$ cat src/rtl/clock_display_scan.sv
// clock_display_scan: samples binary seconds/minutes on each seconds change,
// converts them to BCD and scans a 4-digit common-anode 7-segment display
// (MM.SS) with a separator dot that blinks once per seconds update.
module clock_display_scan #(
    parameter int SCAN_DIV = 4,
    parameter int W        = 6
) (
    input  logic         clk,
    input  logic         reset,
    input  logic [W-1:0] seconds,
    input  logic [W-1:0] minutes,
    output logic [6:0]   seg,
    output logic [3:0]   an,
    output logic         dp
);

    localparam int               DIV_W    = (SCAN_DIV > 1) ? $clog2(SCAN_DIV) : 1;
    localparam logic [DIV_W-1:0] DIV_LAST = DIV_W'(SCAN_DIV - 1);
    localparam logic [6:0]       SEG_DASH = 7'b0111111;

    // Active-low segment pattern {g,f,e,d,c,b,a} for one decimal digit.
    function automatic logic [6:0] seg_code(input logic [3:0] d);
        case (d)
            4'd0:    seg_code = 7'b1000000;
            4'd1:    seg_code = 7'b1111001;
            4'd2:    seg_code = 7'b0100100;
            4'd3:    seg_code = 7'b0110000;
            4'd4:    seg_code = 7'b0011001;
            4'd5:    seg_code = 7'b0010010;
            4'd6:    seg_code = 7'b0000010;
            4'd7:    seg_code = 7'b1111000;
            4'd8:    seg_code = 7'b0000000;
            4'd9:    seg_code = 7'b0010000;
            default: seg_code = SEG_DASH;
        endcase
    endfunction

    logic [W-1:0]     prev_sec_q, prev_sec_d;
    logic [W-1:0]     sec_q, sec_d;
    logic [W-1:0]     min_q, min_d;
    logic             blink_q, blink_d;
    logic [DIV_W-1:0] div_q, div_d;
    logic [1:0]       idx_q, idx_d;
    logic [6:0]       seg_q, seg_d;
    logic [3:0]       an_q, an_d;
    logic             dp_q, dp_d;
    logic [6:0]       digit_code;

    // Field 0 is the seconds snapshot, field 1 the minutes snapshot. Each is
    // split into tens/units; an out-of-range value blanks both digits to dash.
    genvar gi;
    generate
        for (gi = 0; gi < 2; gi++) begin : g_field
            logic [W-1:0] value;
            logic [31:0]  value_ext;
            logic         in_range;
            logic [3:0]   tens;
            logic [3:0]   units;
            logic [6:0]   tens_code;
            logic [6:0]   units_code;

            assign value = (gi == 0) ? sec_q : min_q;

            // Binary to BCD split of one snapshot field.
            always_comb begin
                value_ext = 32'(value);
                in_range  = (value_ext <= 32'd59);
                tens      = 4'(value_ext / 32'd10);
                units     = 4'(value_ext % 32'd10);
            end

            assign tens_code  = in_range ? seg_code(tens)  : SEG_DASH;
            assign units_code = in_range ? seg_code(units) : SEG_DASH;
        end
    endgenerate

    // Pick the segment pattern for the digit currently being scanned.
    always_comb begin
        digit_code = g_field[1].tens_code;
        case (idx_q)
            2'd0:    digit_code = g_field[0].units_code;
            2'd1:    digit_code = g_field[0].tens_code;
            2'd2:    digit_code = g_field[1].units_code;
            default: digit_code = g_field[1].tens_code;
        endcase
    end

    // Next-state: snapshot on seconds change, scan divider/index, pin values.
    always_comb begin
        prev_sec_d = seconds;
        sec_d      = sec_q;
        min_d      = min_q;
        blink_d    = blink_q;
        // Minutes are only taken together with seconds so MM and SS never tear.
        if (seconds != prev_sec_q) begin
            sec_d   = seconds;
            min_d   = minutes;
            blink_d = ~blink_q;
        end

        if (div_q == DIV_LAST) begin
            div_d = '0;
            idx_d = idx_q + 2'd1;
        end else begin
            div_d = div_q + DIV_W'(1);
            idx_d = idx_q;
        end

        an_d  = ~(4'b0001 << idx_q);
        seg_d = digit_code;
        dp_d  = ~((idx_q == 2'd2) && blink_q);
    end

    // All state and the registered pin drivers, with synchronous reset.
    always_ff @(posedge clk) begin
        if (reset) begin
            prev_sec_q <= '0;
            sec_q      <= '0;
            min_q      <= '0;
            blink_q    <= 1'b0;
            div_q      <= '0;
            idx_q      <= 2'd0;
            seg_q      <= 7'b1111111;
            an_q       <= 4'b1111;
            dp_q       <= 1'b1;
        end else begin
            prev_sec_q <= prev_sec_d;
            sec_q      <= sec_d;
            min_q      <= min_d;
            blink_q    <= blink_d;
            div_q      <= div_d;
            idx_q      <= idx_d;
            seg_q      <= seg_d;
            an_q       <= an_d;
            dp_q       <= dp_d;
        end
    end

    assign seg = seg_q;
    assign an  = an_q;
    assign dp  = dp_q;

endmodule

$ cat config.mk
export PLATFORM = sky130hd
export DESIGN_NAME = clock_display_scan
export DESIGN_NICKNAME = d
export VERILOG_FILES = /design/src/rtl/clock_display_scan.sv
export SDC_FILE = /design/constraint.sdc
export NUM_CORES = 1
export LEC_CHECK = 0
export CAP_MARGIN = 0
export CORE_ASPECT_RATIO = 1.1
export CORE_MARGIN = 1.5
export CORE_UTILIZATION = 38
export DETAILED_ROUTE_END_ITERATION = 12
export GPL_ROUTABILITY_DRIVEN = 0
export PLACE_DENSITY_LB_ADDON = 0.1
export SLEW_MARGIN = 20
export SYNTH_ARGS = -nofsm -noshare
export SYNTH_HDL_FRONTEND = slang
export SYNTH_SLANG_ARGS = --single-unit
$ cat constraint.sdc
create_clock -name clk -period 5.7 [get_ports clk]
set_input_delay 1.425 -clock clk [delete_from_list [all_inputs] [get_ports clk]]
set_output_delay 1.425 -clock clk [all_outputs]
set_load 0.1 [all_outputs]
==> results.sh <==
export IMPL_synth_xor_area_share=0.0373
export IMPL_initial_core_util=0.397
export IMPL_total_leakage_power_nw=1.39
export IMPL_status="completed"
export IMPL_postCtsSetupRepairBufs=0
export IMPL_gr_max_usage_layer="met2"
export IMPL_synth_most_common_cell="nor2_1"
export IMPL_synth_avg_cell_area_sq_um=8.33
export IMPL_min_period_ns=3.93
export IMPL_core_rowCount=33
export IMPL_synth_top_area_frac=0.235
export IMPL_ctsHoldBuffers=0
export IMPL_max_freq_mhz=254
export IMPL_numCtsBuffers=5
export IMPL_dieArea_sq_mm=0.00839
export IMPL_drt_iter0_drc=144
export IMPL_async_flop_share=0
export IMPL_synth_compound_area_share=0.269
export IMPL_synth_top_family_by_area="compound AO/OA/AOI/OAI gates"
export IMPL_grt_pass1_wl_microns=11300
export IMPL_arrival_ns=4.09
export IMPL_gr_total_overflow=0
export IMPL_rsz0062_at_grt="false"
export IMPL_syn_cell_area_sq_mm=0.00298
export IMPL_final_seq_area_sq_um=701
export IMPL_synth_edf_count=0
export IMPL_ys_seq_elements=35
export IMPL_path_max_fanout=15
export IMPL_antenna_left=0
export IMPL_cts_htree_levels=2
export IMPL_cp_slowest_cell="dfxtp_1"
export IMPL_syn_inst=358
export IMPL_io_pins=26
export IMPL_grt_use_met1=0.248
export IMPL_max_stage_delay_ns=0.67
export IMPL_clkTransAtPathRegs_ns=0.07
export IMPL_dieHeight_microns=95.9
export IMPL_path_common_cell="ha_1"
export IMPL_clock_sinks=35
export IMPL_setup_worst_path_start_class="flop"
export IMPL_synth_distinct_cells=75
export IMPL_slew_violations=0
export IMPL_synth_fa_ha_area_frac=0.146
export IMPL_ir_worst_vdd_mv=0.122
export IMPL_grt_max_degree=37
export IMPL_first_pass_iters=4
export IMPL_worstSkewPairLatency_ns=0.29
export IMPL_clockRootBuffer="clkbuf_8"
export IMPL_fp_dieW_microns=87.5
export IMPL_core_sq_mm=0.00751
export IMPL_ys_seq_area_frac=0.235
export IMPL_power_density_mw_per_mm2=250
export IMPL_finalNetCount=423
export IMPL_io_buffers=25
export IMPL_worst_pin_slew_ns=0.981
export IMPL_synth_nets=406
export IMPL_routed_wl_microns=6650
export IMPL_ys_warn_count=0
export IMPL_grt_total_usage=0.171
export IMPL_num_vias=2523
export IMPL_wire_per_inst_microns=13.8
export IMPL_hpwl_microns=4990
export IMPL_crit_required_ns=5.86
export IMPL_yosys_area_top_type="dfxtp_1"
export IMPL_yosys_top_cells_count="nor2_1, dfxtp_1, ha_1"
export IMPL_worstSetupPathType="reg2reg"
export IMPL_finalHoldViolCount=0
export IMPL_drive_gt1_frac=0.0957
export IMPL_max_slew_margin=0.344
export IMPL_drc=0
export IMPL_synth_simple_area_share=0.213
export IMPL_hp_class="reg2reg"
export IMPL_viasPerCell=5.25
export IMPL_n_fill_cell=767
export IMPL_grt_pass1_vias=2343
export IMPL_muxShareOfSynthArea=0.0348
export IMPL_cts_buffer_depth=2
export IMPL_synthToLayoutAreaGrowth_pct=13.9
export IMPL_worstSetupEndpointType="flop"
export IMPL_finalSetupViolations=0
export IMPL_cts_tree="yes"
export IMPL_use_met2=0.252
export IMPL_whs_ns=0.434
export IMPL_cp_cell_sequence="inv_1 -> ha_1 -> inv_1 -> ha_1 -> nand2b_1 -> o311ai_0 -> o31ai_2 -> ha_1 -> a31o_2 -> or4_1 -> a211oi_1 -> o21ai_1 -> o221ai_1 -> a31oi_1"
export IMPL_period_share=0.689
export IMPL_ys_top_cells_by_area="dfxtp_1, ha_1, a21oi_1"
export IMPL_synth_flop_cell="dfxtp_1"
export IMPL_setup_tns_final_ns=0
export IMPL_antenna_found_initial=0
export IMPL_diodes=0
export IMPL_maxCapViolations=0
export IMPL_cts_resized=0
export IMPL_grt_use_met3=0.0386
export IMPL_multi_input_area_sq_mm=0.00209
export IMPL_finClkSkew_ns=0.00564
cells in the final DEF (no fill, tap or decap), drive strengths merged, types with 4 or more instances in the layout:
master / n
ha: 34
xnor2: 7
clkdlybuf4s50: 25
a31oi: 5
clkbuf: 6
nor2b: 7
nand2b: 10
or2: 4
xor2: 4
nand3: 9
o31ai: 6
o21ai: 19
dfxtp: 35
o221ai: 6
nand2: 22
mux2i: 7
inv: 27
nor2: 38
and3: 4
nor3: 6
a21oi: 28
a211oi: 8
critical path, delay by kind of cell (launching register included):
family                   cells  cell delay, ns
flip-flops                   1            0.67
buffers and inverters        2            0.18
adder cells (fa/ha/maj)      3            0.68
AND/OR/NAND/NOR              2            0.61
AO/OA/AOI/OAI                7            1.67
cell families (layout without fill, tap and decap cells):
kind of cell / after synthesis / count (layout)
adder cells (fa/ha/maj): 35 / 35
buffers and inverters: 43 / 61
AO/OA/AOI/OAI: 103 / 103
flip-flops: 35 / 35
XOR/XNOR: 11 / 11
multiplexers: 10 / 10
AND/OR/NAND/NOR: 121 / 121
state kept, by name (all words and copies together), names as in the netlist:
name and cells:
div_q 2, dp 1, an 4, g_field.value 12, prev_sec_q 6, idx_q 2, seg 7, blink_q 1
routing by layer:
layer,share of wire,wire length [microns]
met5,0,0
met4,0.014,95
met3,0.034,228
met2,0.42,2820
met1,0.53,3500
report_power, final:
part | internal [mW] | leakage, nW | switching (mW)
logic | 0.122 | 1.04 | 0.209
clock network | 0.141 | 0.0612 | 0.0896
registers | 0.265 | 0.291 | 0.0209
total | 0.529 | 1.39 | 0.320
final cells by class:
class / count / area share
Clock buffer: 6 / 0.0243
Clock inverter: 2 / 0.0103
Inverter: 27 / 0.0298
Multi-Input combinational cell: 280 / 0.615
Sequential cell: 35 / 0.206
Tap cell: 105 / 0.0387
Timing Repair Buffer: 26 / 0.0758
per-stage QoR:
stage                     cell area, sq um  instances   util  power [mW]  worst slack, ns
after floorplan                       2980        358      -       0.553             2.33
after global placement                3280        473  0.437       0.623             1.78
after detailed placement              3280        473  0.437       0.622             1.82
after CTS                             3400        481  0.452       0.857             1.79
after global routing                  3400        481  0.452       0.902             1.50
final                                 3400        481  0.452       0.849             1.77
worst paths after layout:
| check | slack (ns) | depth (start not counted) | to | startpoint |
|---|---|---|---|---|
| max | 1.77 | 14 | seg[4] | g_field[1].value[3] |
| min | 0.43 | 1 | dp | blink_q |
| max reg2reg | 1.77 | 14 | seg[4] | g_field[1].value[3] |
| min reg2reg | 0.43 | 1 | dp | blink_q |
(Power assumes the default switching activity.)
